<file path="src/rtl/radixf_seq.sv">
// Multi-word radix-16 adder controller: one shared radixf hex adder is stepped over
// WORDS words, least-significant first, with the carry chained through a register.

module radixf #(
    parameter int M = 4
) (
    input  logic [4*M-1:0] x,
    input  logic [4*M-1:0] y,
    input  logic           cin,
    output logic [4*M-1:0] sum,
    output logic           cout
);
    logic [4:0] digit_s;
    logic       chain_s;

    // Ripple hex digits: each digit sum is 0..31, bit 4 is the carry into the next digit.
    always_comb begin
        sum     = '0;
        digit_s = 5'd0;
        chain_s = cin;
        for (int i = 0; i < M; i++) begin
            digit_s          = {1'b0, x[4*i +: 4]} + {1'b0, y[4*i +: 4]} + {4'd0, chain_s};
            sum[4*i +: 4]    = digit_s[3:0];
            chain_s          = digit_s[4];
        end
        cout = chain_s;
    end
endmodule

module radixf_seq #(
    parameter int M     = 4,
    parameter int WORDS = 4,
    parameter int IW    = 2
) (
    input  logic                   clk,
    input  logic                   rst,
    input  logic                   start,
    input  logic                   acc,
    input  logic [4*M*WORDS-1:0]   a,
    input  logic [4*M*WORDS-1:0]   b,
    input  logic                   cin,
    output logic                   busy,
    output logic                   done,
    output logic [4*M*WORDS-1:0]   result,
    output logic                   cout
);
    localparam int W = 4 * M;
    localparam int N = W * WORDS;

    typedef enum logic [0:0] {IDLE = 1'b0, RUN = 1'b1} state_t;

    state_t          state_r, state_nxt_s;
    logic [N-1:0]    a_r, a_nxt_s;
    logic [N-1:0]    b_r, b_nxt_s;
    logic [N-1:0]    result_r, result_nxt_s;
    logic            carry_r, carry_nxt_s;
    logic [IW-1:0]   index_r, index_nxt_s;
    logic            cout_r, cout_nxt_s;
    logic            done_r, done_nxt_s;
    logic            busy_r, busy_nxt_s;

    logic [W-1:0]    x_s, y_s, sum_s;
    logic            rcout_s;
    logic            last_s;

    // Select the operand words addressed by the index register.
    always_comb begin
        x_s = '0;
        y_s = '0;
        for (int w = 0; w < WORDS; w++) begin
            x_s = (index_r == IW'(w)) ? a_r[w*W +: W] : x_s;
            y_s = (index_r == IW'(w)) ? b_r[w*W +: W] : y_s;
        end
    end

    assign last_s = (index_r == IW'(WORDS - 1));

    radixf #(.M(M)) u_adder (
        .x    (x_s),
        .y    (y_s),
        .cin  (carry_r),
        .sum  (sum_s),
        .cout (rcout_s)
    );

    // Next-state and next-register values for the sequencer.
    always_comb begin
        state_nxt_s  = state_r;
        a_nxt_s      = a_r;
        b_nxt_s      = b_r;
        result_nxt_s = result_r;
        carry_nxt_s  = carry_r;
        index_nxt_s  = index_r;
        cout_nxt_s   = cout_r;
        done_nxt_s   = 1'b0;
        busy_nxt_s   = busy_r;
        case (state_r)
            IDLE: begin
                if (start) begin
                    state_nxt_s = RUN;
                    busy_nxt_s  = 1'b1;
                    a_nxt_s     = a;
                    // Accumulate snapshots the held result before any word is overwritten.
                    b_nxt_s     = acc ? result_r : b;
                    carry_nxt_s = cin;
                    index_nxt_s = '0;
                end else begin
                    state_nxt_s = IDLE;
                    busy_nxt_s  = 1'b0;
                end
            end
            RUN: begin
                for (int w = 0; w < WORDS; w++) begin
                    if (index_r == IW'(w)) begin
                        result_nxt_s[w*W +: W] = sum_s;
                    end else begin
                        result_nxt_s[w*W +: W] = result_r[w*W +: W];
                    end
                end
                carry_nxt_s = rcout_s;
                index_nxt_s = index_r + IW'(1);
                if (last_s) begin
                    cout_nxt_s  = rcout_s;
                    state_nxt_s = IDLE;
                    done_nxt_s  = 1'b1;
                    busy_nxt_s  = 1'b0;
                end else begin
                    state_nxt_s = RUN;
                    busy_nxt_s  = 1'b1;
                end
            end
            default: begin
                state_nxt_s = IDLE;
                busy_nxt_s  = 1'b0;
            end
        endcase
    end

    // State and datapath registers with asynchronous clear.
    always_ff @(posedge clk or posedge rst) begin
        if (rst) begin
            state_r  <= IDLE;
            a_r      <= '0;
            b_r      <= '0;
            result_r <= '0;
            carry_r  <= 1'b0;
            index_r  <= '0;
            cout_r   <= 1'b0;
            done_r   <= 1'b0;
            busy_r   <= 1'b0;
        end else begin
            state_r  <= state_nxt_s;
            a_r      <= a_nxt_s;
            b_r      <= b_nxt_s;
            result_r <= result_nxt_s;
            carry_r  <= carry_nxt_s;
            index_r  <= index_nxt_s;
            cout_r   <= cout_nxt_s;
            done_r   <= done_nxt_s;
            busy_r   <= busy_nxt_s;
        end
    end

    assign busy   = busy_r;
    assign done   = done_r;
    assign result = result_r;
    assign cout   = cout_r;
endmodule

</file>
<file path="config.mk">
export PLATFORM = sky130hd
export DESIGN_NAME = radixf_seq
export DESIGN_NICKNAME = d
export VERILOG_FILES = /design/src/rtl/radixf_seq.sv
export SDC_FILE = /design/constraint.sdc
export NUM_CORES = 1
export LEC_CHECK = 0
export CORE_ASPECT_RATIO = 0.8
export CORE_UTILIZATION = 61
export DETAILED_ROUTE_END_ITERATION = 12
export DONT_BUFFER_PORTS = 1
export PLACE_DENSITY = 0.77
export SETUP_SLACK_MARGIN = 0.5
export SLEW_MARGIN = 20
export SYNTH_ARGS = -nofsm -noshare
export SYNTH_HDL_FRONTEND = slang
export SYNTH_HIERARCHICAL = 1
export SYNTH_SLANG_ARGS = --single-unit
</file>
<file path="constraint.sdc">
create_clock -name clk -period 9.8 [get_ports clk]
set_clock_uncertainty 0.15 [all_clocks]
set_input_delay 1.96 -clock clk [delete_from_list [all_inputs] [get_ports clk]]
set_output_delay 1.96 -clock clk [all_outputs]
set_load 0.01 [all_outputs]
</file>
==> results by group <==
Run status
  • Status: completed

CTS
  • Clk_lat worst skew: 430 ps
  • Post-CTS setup buffer count: 0
  • TritonCTS buffer count: 17
  • CTS H-tree lvls: 4
  • CTS Sinks: 198
  • CTS tree: built
  • Reg clk slew, reported paths: 70 ps
  • CTS Root Cell: clkbuf_16
  • Clock buffer depth: 2
  • Post-CTS Hold Buffers: 0
  • CTS resizes: 0

Timing
  • Final Hold Fails: 0
  • Fin crit share: 71.4%
  • Fmax: 143 MHz
  • Setup violators final: 0
  • Unrepaired setup endpoints after global routing: no
  • Fin Setup TNS: 0 ps
  • Worst-Margin Slew: 1120 ps
  • Hold Slack: 336 ps
  • Minimum clock period: 7000 ps
  • Rel. slew slack: 25.2%
  • Slew Limit Fails: 0

Cells and area
  • Fin area: 10400 µm²
  • Share of cells above drive strength 1: 25.6%
  • Fillers: 1211
  • Final-stage net count: 897
  • Ant. Diodes: 0
  • Area growth, synth to finish: 4.79%

Yosys
  • Async S/R FF share, synth: 100%
  • Post-synth EDFFs: 0
  • Post-Syn Nets: 926
  • Syn_area_per_cell: 12.9 µm²
  • Cells after Synth: 769
  • Distinct cells, synth: 35
  • Synth warnings: 6
  • Area of the mapped netlist: 9900 µm²
  • Seq/Total Area, Yosys: 50.0%
  • Synth Register Bits: 198
  • Ys flop type: dfrtp_1

Setup path
  • CP Max Fanout: 37
  • Startpoint types: register
  • WP data arrival: 7160 ps
  • Kind of critical path: reg -> reg
  • Worst Path Required: 9960 ps
  • CP startpoint: index_r[1]
  • CP Capture Type: register
  • FF-to-FF Start: index_r[1]

Pwr
  • Leakage: 4.88 nW
  • Worst VDD drop: 0.269 mV
  • Cell Pwr Density: 446 nW/µm²

Floorplan
  • Die W: 144 µm
  • Die Y: 116 µm
  • IO Count: 200
  • Std-Cell Rows: 41
  • Die ar.: 16700 µm²
  • Initial core utilization: 62.7%
  • Core Area: 15800 µm²

Worst hold path
  • Hold Path Class: reg -> reg
  • Hold path startpoint: b_r[36]

Detailed routing
  • Residual DRC count: 0
  • Vias: 5901
  • Final wirelength: 21700 µm
  • Drt wl/cell: 22.4 µm
  • Initial DRT Pass Iterations: 4
  • Routed Antenna Nets: 0
  • Via density: 6.10
  • DR iter-0 viols: 393

Global route
  • Initial antenna violation count: 0
  • Vias in the first global route: 6048
  • Largest net degree at the start of global routing: 127
  • First-pass GRT wire length: 33300 µm
  • GRT Residual Overflow: 0
  • Overall Global Routing Usage: 27.0%

Placement
  • Post-DP Area: 9760 µm²
  • Post-DP HPWL: 15000 µm
  • I/O Buffers: 0
  • Routability cong.: 0.835

Flow run
  • Max_cap viols: 0
==> flip-flops by register name, summed over array words and instances (netlist names) <==
| name | flops |
|---|---|
| busy | 1 |
| cout | 1 |
| result | 64 |
| index_r | 2 |
| b_r | 64 |
| done | 1 |
| a_r | 64 |
| carry_r | 1 |
==> per-layer routing <==
layer  vias to the layer above  wire length [µm]  track usage, %
met3                        25              1600            9.05
li1                       2670                 -               -
met4                         0               283            7.16
met1                      3006              9430            35.0
met5                         -                 0               0
met2                       200             10400            43.9
==> worst paths after layout <==
kind / end / slack (ps) / cells after the start
hold reg to reg: b_r[36] / 340 / 2
min in group asynchronous: a_r[0] / 1390 / 1
hold / removal: b_r[36] / 340 / 2
max in group asynchronous: result[26] / 6630 / 2
setup / recovery: cout / 2800 / 27
setup reg to reg: cout / 2800 / 27
==> critical path, stage by stage, from the launching register on <==
cell,delay [ps]
dfrtp_1,400
ha_2,850
inv_1,540
o22ai_1,290
a21oi_1,60
inv_1,90
fa_1,160
inv_1,60
fa_1,400
a21o_2,230
a21o_1,180
fa_1,400
fa_1,420
a21o_1,170
a21o_1,180
fa_1,380
inv_1,80
fa_1,200
nor2b_1,50
o21ai_0,140
nand2b_1,90
fa_1,410
inv_1,100
fa_1,210
nor2b_1,50
o21ai_0,190
nand2b_1,90
mux2_2,270
==> layout by cell type, fill, tap and decap left out, types with 17 or more instances in the layout <==
master,count
a21oi_1,19
a22oi_1,32
clkbuf_16,17
dfrtp_1,198
inv_1,34
mux2_2,65
mux2_4,64
mux2i_1,65
nand2_1,66
o21ai_0,64
==> kinds of logic (layout without fill, tap and decap cells) <==
family,after synthesis,count (layout),synth area share [%]
simple gates,95,95,4.76
compound gates,162,162,11.1
xor+xnor,8,8,0.708
flops,198,198,50.0
mux,194,194,23.7
buf+inv,88,72,6.04
fa+ha+maj,24,24,3.64
==> power breakdown <==
part | total (mW) | internal, mW | switching, mW
Sequential | 1.63 | 1.24 | 0.392
Clock | 0.691 | 0.391 | 0.300
Combinational | 2.30 | 1.09 | 1.21
==> synthesized netlist by cell type (16+ instances only) <==
master     n  share of area [%]
a21oi_1   19               0.96
buf_2     16               0.81
a22oi_1   32                2.4
mux2_2    65                7.4
buf_6     16                1.8
mux2_4    64                9.7
nand2_1   66                2.5
ha_1      16                2.0
dfrtp_1  198                 50
o21ai_0   64                3.2
mux2i_1   65                6.6
inv_1     35                1.3
o22ai_1   16                1.0
nor3b_1   16                1.2
==> per-stage QoR <==
step / instances / setup WS, ps / total power [mW] / utilization (%)
after floorplan: 769 / 2290 / 3.38 / -
after global placement: 935 / 3130 / 3.80 / 61.8
after detailed placement: 935 / 2930 / 3.92 / 61.8
after CTS: 967 / 2900 / 4.63 / 65.5
after global routing: 968 / 2360 / 4.95 / 65.7
final: 968 / 2800 / 4.63 / 65.7
==> area by class of cell <==
class / instances / area (µm²) / area share [%]
sequential: 198 / 4950 / 47.8
multi-input combinational: 483 / 4370 / 42.1
clock buffer: 22 / 464 / 4.47
tap: 215 / 269 / 2.59
inverter: 35 / 139 / 1.34
clock inverter: 10 / 120 / 1.16
timing repair buffer: 5 / 57.6 / 0.555
Note: power is estimated with default switching activity, not from simulation.
